--- src/rtl/tx_redundant_framer_pkg.sv ---
// tx_redundant_framer_pkg: shared states and byte/CRC constants for the redundant-link framer
package tx_redundant_framer_pkg;
    typedef enum logic [2:0] {IDLE, PREAMBLE, HEADER, PAYLOAD, FCS, GAP} state_t;
    localparam logic [7:0] PREAMBLE_BYTE = 8'h55;
    localparam logic [7:0] SFD_BYTE = 8'hD5;
    localparam logic [7:0] TAG0 = 8'hA5;
    localparam logic [7:0] TAG1 = 8'h5A;
    localparam int HDR_END = 26;
    localparam logic [31:0] CRC_INIT = 32'hFFFF_FFFF;
    localparam logic [31:0] CRC_POLY = 32'hEDB8_8320;
endpackage

--- src/rtl/eth_crc32_byte.sv ---
// eth_crc32_byte: one-byte step of the reflected IEEE CRC-32
module eth_crc32_byte
    import tx_redundant_framer_pkg::*;
(
    input  logic [31:0] crc_in,
    input  logic [7:0]  data,
    output logic [31:0] crc_next
);
    always_comb begin
        crc_next = crc_in ^ {24'd0, data};
        for (int b = 0; b < 8; b++)
            crc_next = crc_next[0] ? (crc_next >> 1) ^ CRC_POLY : crc_next >> 1;
    end
endmodule

--- src/rtl/tx_redundant_framer.sv ---
// tx_redundant_framer: emits REDUNDANCY tagged copies of a sequenced test frame per burst
module tx_redundant_framer
    import tx_redundant_framer_pkg::*;
#(
    parameter logic [47:0] DST_MAC     = 48'hFF_FF_FF_FF_FF_FF,
    parameter logic [47:0] SRC_MAC     = 48'h00_0A_35_00_01_02,
    parameter logic [15:0] ETHERTYPE   = 16'h88B5,
    parameter int          PAYLOAD_LEN = 46,
    parameter int          REDUNDANCY  = 3,
    parameter int          IFG         = 12,
    parameter logic [15:0] SEQ_INIT    = 16'h0000
) (
    input  logic        clk125MHz,
    input  logic        resetn,
    input  logic        enable,
    input  logic        adv_data,
    output logic [7:0]  tx_data,
    output logic        tx_en,
    output logic [15:0] seq_id,
    output logic        busy,
    output logic        burst_done
);
    localparam logic [10:0] PAY_END = 11'(HDR_END + PAYLOAD_LEN);
    localparam logic [10:0] FCS_END = 11'(HDR_END + PAYLOAD_LEN + 4);
    localparam logic [10:0] GAP_END = 11'(IFG - 1);
    localparam logic [3:0] LAST_COPY = 4'(REDUNDANCY - 1);

    state_t state, state_n;
    logic [10:0] idx, idx_n;
    logic [3:0] copy, copy_n;
    logic [31:0] crc, crc_upd, crc_next;
    logic [151:0] hdr;
    logic [4:0] hoff;
    logic [7:0] hbase, byte_n;
    logic [1:0] fk;
    logic done_n;

    eth_crc32_byte u_crc (.crc_in(crc), .data(tx_data), .crc_next(crc_next));

    always_comb begin
        state_n = state;
        idx_n = idx + 11'd1;
        copy_n = copy;
        done_n = 1'b0;
        case (state)
            IDLE: begin
                idx_n = '0;
                copy_n = '0;
                state_n = (enable && !burst_done) ? PREAMBLE : IDLE;
            end
            PREAMBLE: state_n = (idx == 11'd7) ? HEADER : PREAMBLE;
            HEADER: state_n = (idx == 11'(HDR_END)) ? PAYLOAD : HEADER;
            PAYLOAD: state_n = (idx == PAY_END) ? FCS : PAYLOAD;
            FCS: if (idx == FCS_END) begin
                state_n = GAP;
                idx_n = '0;
            end
            GAP: if (idx == GAP_END) begin
                idx_n = '0;
                done_n = copy == LAST_COPY;
                state_n = done_n ? IDLE : PREAMBLE;
                copy_n = done_n ? copy : copy + 4'd1;
            end
            default: state_n = IDLE;
        endcase
        // CRC register absorbs the byte currently on tx_data as the slot advances
        crc_upd = (state == HEADER || state == PAYLOAD) ? crc_next
                : (state == PREAMBLE && idx == 11'd7) ? CRC_INIT : crc;
        hdr = {DST_MAC, SRC_MAC, ETHERTYPE, TAG0, TAG1, 4'd0, copy_n, seq_id};
        hoff = 5'(idx_n - 11'd8);
        hbase = 8'd151 - {hoff, 3'b000};
        fk = 2'(idx_n - PAY_END - 11'd1);
        byte_n = state_n == PREAMBLE ? (idx_n == 11'd7 ? SFD_BYTE : PREAMBLE_BYTE)
               : state_n == HEADER ? hdr[hbase -: 8]
               : state_n == PAYLOAD ? seq_id[7:0] + idx_n[7:0] - 8'(HDR_END + 1)
               : state_n == FCS ? ~crc_upd[{fk, 3'b000} +: 8] : 8'h00;
    end

    always_ff @(posedge clk125MHz) begin
        if (!resetn) begin
            state <= IDLE;
            idx <= '0;
            copy <= '0;
            crc <= CRC_INIT;
            tx_data <= 8'h00;
            tx_en <= 1'b0;
            seq_id <= SEQ_INIT;
            busy <= 1'b0;
            burst_done <= 1'b0;
        end else begin
            burst_done <= adv_data && done_n;
            if (adv_data) begin
                state <= state_n;
                idx <= idx_n;
                copy <= copy_n;
                crc <= crc_upd;
                tx_data <= byte_n;
                tx_en <= state_n != IDLE && state_n != GAP;
                busy <= state_n != IDLE;
                if (done_n) seq_id <= seq_id + 16'd1;
            end
        end
    end
endmodule

--- config.mk ---
export PLATFORM = sky130hd
export DESIGN_NAME = tx_redundant_framer
export DESIGN_NICKNAME = d
export VERILOG_FILES = /design/src/rtl/tx_redundant_framer_pkg.sv /design/src/rtl/eth_crc32_byte.sv /design/src/rtl/tx_redundant_framer.sv
export SDC_FILE = /design/constraint.sdc
export NUM_CORES = 1
export LEC_CHECK = 0
export CAP_MARGIN = 20
export CORE_MARGIN = 3
export CORE_UTILIZATION = 45
export DETAILED_ROUTE_END_ITERATION = 16
export PLACE_DENSITY = 0.61
export SYNTH_ARGS = -nofsm -noshare
export SYNTH_HDL_FRONTEND = slang
export SYNTH_SLANG_ARGS = --single-unit
--- constraint.sdc ---
create_clock -name clk125MHz -period 4.04 [get_ports clk125MHz]
set_input_delay 0.606 -clock clk125MHz [delete_from_list [all_inputs] [get_ports clk125MHz]]
set_output_delay 0.606 -clock clk125MHz [all_outputs]
set_load 0.01 [all_outputs]
Word level (Yosys, flattened, before mapping):

Index checks and enable logic that the tools add are counted.

* register bits: 77
* output and inout port bits: 27
* logic and storage cells: 87

* add/sub/neg operators: 9
* eq/ne operators: 17
* shifts and indexed selects: 2
* multiplexer cells: 31
* bitwise gates (word level): 10
* reductions and logical operators: 9

Operators with widths (number)
* 2-to-1 mux 32 bit: 10
* indexed part select 159 x 9 -> 8 bit: 1
* NOT 13 -> 14 bit: 8
* 2-to-1 mux 8 bit: 5
* one-hot mux 11 bit (3 select lines): 1
* indexed part select 32 x 6 -> 8 bit: 1
* bitwise XOR 32 x 8 -> 32 bit: 1
* equality test 11 x 3 -> 1 bit, second input constant: 2
* equality test 11 x 7 -> 1 bit, second input constant: 2
* 2-to-1 mux 11 bit: 2
* one-hot mux 3 bit (6 select lines): 1
* adder 16 x 1 -> 16 bit, second input constant: 1
* equality test 3 x 2 -> 1 bit, second input constant: 4
* adder 11 x 1 -> 11 bit, second input constant: 1
* equality test 11 x 4 -> 1 bit, second input constant: 1
* equality test 11 x 5 -> 1 bit, second input constant: 1
* equality test 3 bit, second input constant: 3
* 2-to-1 mux 3 bit: 3
* adder 8 bit: 1
* 2-to-1 mux 4 bit: 2
* NOT 8 bit: 1
* one-hot mux 4 bit (2 select lines): 1
* subtractor 8 x 5 -> 8 bit, second input constant: 1
* subtractor 8 bit, first input constant: 1
* other kinds (14): 23

Depth between registers and ports, before layout:

Gate-level depths: netlist (run 1).

* depth after elaboration: 24
* gate-level depth with buffers: 20
* depth with buffers taken out: 18

Cells and area by module:

Synthesis (run 1) repeated with hierarchy kept, for this count alone.

* cells, all modules: 733
* area, all modules: 6122.1 um2

Modules (own cells, without submodules)
* tx_redundant_framer: times used 1, cells an instance 668, area an instance 5177.5 um2
* eth_crc32_byte: times used 1, cells an instance 65, area an instance 944.7 um2

Worst setup path before layout (run 1):

OpenSTA, ideal clock, no wires.

* kind: register to register
* start: register idx[1]
* end: register tx_data[7]
* setup time: 0.079 ns
* arrival: 4.220 ns
* required time: 3.961 ns
* slack: -0.259 ns
* stages on the path, launching flop included: 20
* path buffers: 2
* period minus slack after synthesis: 4.299 ns
* path through: dfxtp_1 > ha_1 > clkbuf_1 > nor2b_1 > a41oi_1 > or3_4 > buf_2 > nand2_1 > inv_1 > ha_1 > ha_1 > fa_1 > a21o_1 > a21oi_1 > o21bai_1 > a21oi_1 > xnor3_1 > nor2_1 > a221oi_2 > o211ai_1

* elaborated cells between the ends (all ways): 39
* classes of those cells: add/sub (7); eq/ne (10); shift (2); mux (18); bitwise (1); reduce/logical (1)

RTL lines
* from (decl): line tx_redundant_framer.sv:29 `logic [10:0] idx, idx_n;`
* from (signal assigned): line tx_redundant_framer.sv:94 `idx <= idx_n;`
* adder 11 x 1 -> 11 bit (tied with other cells): line tx_redundant_framer.sv:42 `idx_n = idx + 11'd1;`
* 2-to-1 mux 11 bit, on equally long branches: line tx_redundant_framer.sv:58, tx_redundant_framer.sv:54
* one-hot mux 11 bit (3 select lines) (*): line tx_redundant_framer.sv:45 `case (state)`
* subtractor 5 x 4 -> 5 bit (*): line tx_redundant_framer.sv:70 `hoff = 5'(idx_n - 11'd8);`
* named net hoff[1]: line tx_redundant_framer.sv:33 `logic [4:0] hoff;`
* subtractor 8 bit (*): line tx_redundant_framer.sv:71 `hbase = 8'd151 - {hoff, 3'b000};`
* indexed part select 159 x 9 -> 8 bit (*): line tx_redundant_framer.sv:74 `: state_n == HEADER ? hdr[hbase -: 8]`
* 2-to-1 mux 8 bit (*): line tx_redundant_framer.sv:74
* 2-to-1 mux 8 bit (*): line tx_redundant_framer.sv:73 `byte_n = state_n == PREAMBLE ? (idx_n == 11'd7 ? SFD_BYTE : PREAMBLE_BYTE)`
* to (signal assigned): line tx_redundant_framer.sv:97 `tx_data <= byte_n;`
* to (decl): line tx_redundant_framer.sv:17 `output logic [7:0] tx_data,`

The timed path passes the listed nets; every way through them passes the cells marked *.
A chain may end at the register's enable or synchronous reset.

Worst setup path after layout (run 1):

* start: register idx[5]
* end: register tx_data[7]

* elaborated cells between the ends (all ways): 39
* classes of those cells: add/sub (7); eq/ne (10); shift (2); mux (18); bitwise (1); reduce/logical (1)

RTL lines (line)
* equality test 11 x 4 -> 1 bit / equality test 11 x 7 -> 1 bit (equally long branches): tx_redundant_framer.sv:58, tx_redundant_framer.sv:54
* 2-to-1 mux 11 bit, on equally long branches: tx_redundant_framer.sv:58, tx_redundant_framer.sv:54
* one-hot mux 11 bit (3 select lines) (*): tx_redundant_framer.sv:45
* subtractor 5 x 4 -> 5 bit (*): tx_redundant_framer.sv:70
* named net hoff[1]: tx_redundant_framer.sv:33
* subtractor 8 bit (*): tx_redundant_framer.sv:71
* indexed part select 159 x 9 -> 8 bit (*): tx_redundant_framer.sv:74
* 2-to-1 mux 8 bit (*): tx_redundant_framer.sv:74
* 2-to-1 mux 8 bit (*): tx_redundant_framer.sv:73

Marked as above.

==> metrics, run 1 <==
share of the synthesized area in the top cell type=26.1%; Routed WL per cell=18.4 um; Logic pwr share=20.1%; pwr dens=310 mW/mm^2; # Max-Cap Violations=0; post-synthesis async set-or-reset flop share=0%; Post-Syn Area=0.00590 mm^2; final hold vios=0; synthesized-area fraction occupied by adder cells=5.64%; CP Capture Type=register; EDFF count, synth=0; drt first pass iters=5; clock buffer depth=2; DP Cell Count=938; gr ovfl total=0; vias in the first global route=5422; Die Y=120 um; routed vias=5666; layout cells sized above 1=11.4%; register area=0.00154 mm^2; chip width=120 um; largest net degree at the start of global routing=54; Core Box Area=0.0127 mm^2; Layout Nets=808; simple-gate share of the synthesized area=21.3%; Synth Instances=744; Worst-path clk slew=0.06 ns; flops & latches, synth=77; diode count=0; post-route cell area=0.00687 mm^2; Synth area leader=dfxtp_1; Initial Util=46.4%; Setup-failing EPs final=0; total chip power=2.13 mW; filler cell count=1291; Port-buffer cells=30; WL final=17600 um; largest family of logic cells by synthesized area=compound AO/OA/AOI/OAI gates; Synth Area in Compound Gates=22.0%; area of the multi-input gates=0.00404 mm^2; initial antenna violation count=0; clk_skew=0.00612 ns; Peak supply drop=182 uV; Global Route Usage Sum=24.8%; FP Rows=41; post-synthesis xor/xnor area fraction=16.9%; Req. time, crit path=4.27 ns; Worst Hold Class=reg -> reg; Clock power frac=43.2%; switching share of power=28.1%; Synth Net Count=774; CTS tree=built; DIE AREA=0.0145 mm^2; Worst Setup Start Kind=register; Seq/Total Area, Yosys=26.1%; H-tree depth=3; post-route ant nets=0; Clock Sinks=77; Final GP Congestion=0.961; RSZ-0062 raised after global routing=false; Top FF cell, synth=dfxtp_1; root buffer cell=clkbuf_16; Post-Layout Cell Count=954; Layout area overhead=16.4%; Clock Latency Late Sink=0.35 ns; first-pass GRT wire length=28600 um; Psw=0.599 mW; Finished Core Util=54.0%; Final min period=3.81 ns; Worst Reg-to-Reg Cells=16; number of I/O pins=31; Pint=1.53 mW; leakage power=2.57 nW; Yosys warning total=0; worst slew pin tran=1.03 ns; hpwl dp=12800 um; vias per cell=5.94; FMAX=263 MHz; multiplexer area fraction after synthesis=2.31%; placed cell areas=0.00652 mm^2; Slew Limit Fails=0; endpoint arrival time on the critical path=4.03 ns; Unique masters post-synth=85; Max FO, Critical Path=6; cts bufs inserted=9; outcome=finished clean; relative slew slack=30.9%; Final period util=94.2%; Syn Area/Cell=7.93 um^2; aggregate negative setup slack=0 ns; DRT iter0 DRCs=639; ranking of synthesized cells by area=dfxtp_1, xnor2_1, nand2_1, ha_1, o21ai_0; # DRC=0; sequential power share=36.8%; hold path cells=2; hold-fix buffers at CTS=0; critical path class=reg -> reg
[cells in the mapped netlist, types with 5 or more instances]
library cell,count
xor2_1,25
o31ai_1,5
o22ai_1,28
nand3_1,15
nand2_1,87
ha_1,25
o211ai_1,5
xnor2_2,5
nand4_1,10
or3_1,6
nand2b_1,5
a211oi_1,11
inv_1,28
and3_1,7
o221ai_1,6
xnor2_1,55
dfxtp_1,77
clkbuf_1,37
buf_2,8
mux2i_1,8
o21ai_0,55
a21oi_1,34
nor2b_1,7
nor2_1,63
nor3_1,24
xnor3_1,7
nor4_1,5
[power groups by stage]
stage | Clock, mW | Sequential (mW) | Combinational (mW)
2_1_floorplan | 0 | 0.797 | 0.296
3_3_place_gp | 0 | 0.799 | 0.418
6_report | 0.920 | 0.783 | 0.427
4_1_cts | 0.941 | 0.783 | 0.421
3_5_place_dp | 0 | 0.800 | 0.419
5_1_grt | 0.966 | 0.784 | 0.461
[layout make-up]
| type | count | share of cell area (%) |
|---|---|---|
| inverter | 30 | 1.68 |
| multi-input combinational | 587 | 58.9 |
| clock buffer | 12 | 3.88 |
| sequential | 77 | 22.5 |
| timing repair buffer | 73 | 9.00 |
| clock inverter | 3 | 0.984 |
| tap | 172 | 3.13 |
[repair_timing]
action	4_1_cts	5_1_grt
endpoints found under the setup margin	0	6
gates resized for setup	0	3
buffers inserted	0	1
[critical path: stages, from the launching register on]
cell	delay [ns]
dfxtp_1	0.31
or3_4	0.40
o311a_1	0.38
or3_4	0.36
nand2_1	0.10
inv_1	0.06
buf_4	0.15
ha_1	0.25
nand2_1	0.09
o21ai_0	0.12
a311o_1	0.40
o21ai_1	0.36
a211oi_1	0.13
buf_4	0.17
o31a_1	0.11
a221oi_2	0.18
o211ai_1	0.12
[cells in the final DEF (no fill, tap or decap), drive strengths merged, types with 3 or more instances in the layout]
cell type and n:
nor3 24, nand4 10, a41oi 3, a21oi 34
nand3 15, a21o 3, a31oi 4, nor2b 7
nor4 8, o31ai 5, o311a 4, ha 25
and3 7, inv 29, a211oi 11, o211ai 5
nor2 64, clkdlybuf4s50 29, o21a 3, or3 8
o22ai 28, nand2b 5, buf 44, and2 5
mux2i 8, nor3b 4, o21ai 57, clkbuf 12
nand2 88, xor2 27, o221ai 6, dfxtp 77
and4 3, xnor3 7, xnor2 61
[per-layer routing]
metal / GRT usage (%) / vias to the layer above / share of wire [%]
met3: 6.22 / 47 / 6.3
met4: 8.50 / 0 / 2.9
met2: 40.6 / 185 / 47
met5: 0 / - / 0
met1: 31.7 / 2699 / 44
li1: - / 2735 / -
[metrics by stage]
step / hold slack [ns] / worst slack [ns]
6_report: 0.508 / 0.235
5_1_grt: 0.548 / 0.0193
4_1_cts: 0.515 / 0.0354
3_5_place_dp: 0.498 / 0.0578
3_3_place_gp: 0.479 / 0.169
2_1_floorplan: 0.486 / 0.00480
[state kept, by name, summed over array words and instances, names as in the netlist]
name,flops
crc,32
seq_id,16
idx,11
tx_data,8
copy,4
state,3
burst_done,1
busy,1
tx_en,1
[worst paths after layout]
path / start / to / slack (ns)
worst max-delay path: idx[5] / tx_data[7] / 0.23
worst max register to register: idx[5] / tx_data[7] / 0.23
worst min register to register: busy / busy / 0.51
worst min-delay path: busy / busy / 0.51
[kinds of logic (layout without fill, tap and decap cells)]
family	count (synthesis)	count (layout)
muxes	11	11
buffers and inverters	80	118
xor gates and xnor gates	95	95
AOI/OAI and AO/OA	198	198
adders and majority gates	26	26
DFF	77	77
and+or+nand+nor	257	257
Note: power is estimated with default switching activity, not from simulation.
==> inputs of run 2 (changes only) <==
--- a/config.mk
+++ b/config.mk
@@ -13,3 +13,4 @@
 export SYNTH_ARGS = -nofsm -noshare
 export SYNTH_HDL_FRONTEND = slang
 export SYNTH_SLANG_ARGS = --single-unit
+export TNS_END_PERCENT = 20
==> results of run 2 <==
The final DEF is identical to that of run 1; final timing and power are the same.
==> inputs of run 3 (changes only) <==
--- a/config.mk
+++ b/config.mk
@@ -9,6 +9,7 @@
 export CORE_MARGIN = 3
 export CORE_UTILIZATION = 45
 export DETAILED_ROUTE_END_ITERATION = 16
+export HOLD_SLACK_MARGIN = 0.03
 export PLACE_DENSITY = 0.61
 export SYNTH_ARGS = -nofsm -noshare
 export SYNTH_HDL_FRONTEND = slang
==> results of run 3 <==
The final DEF is identical to that of run 1; final timing and power are the same.
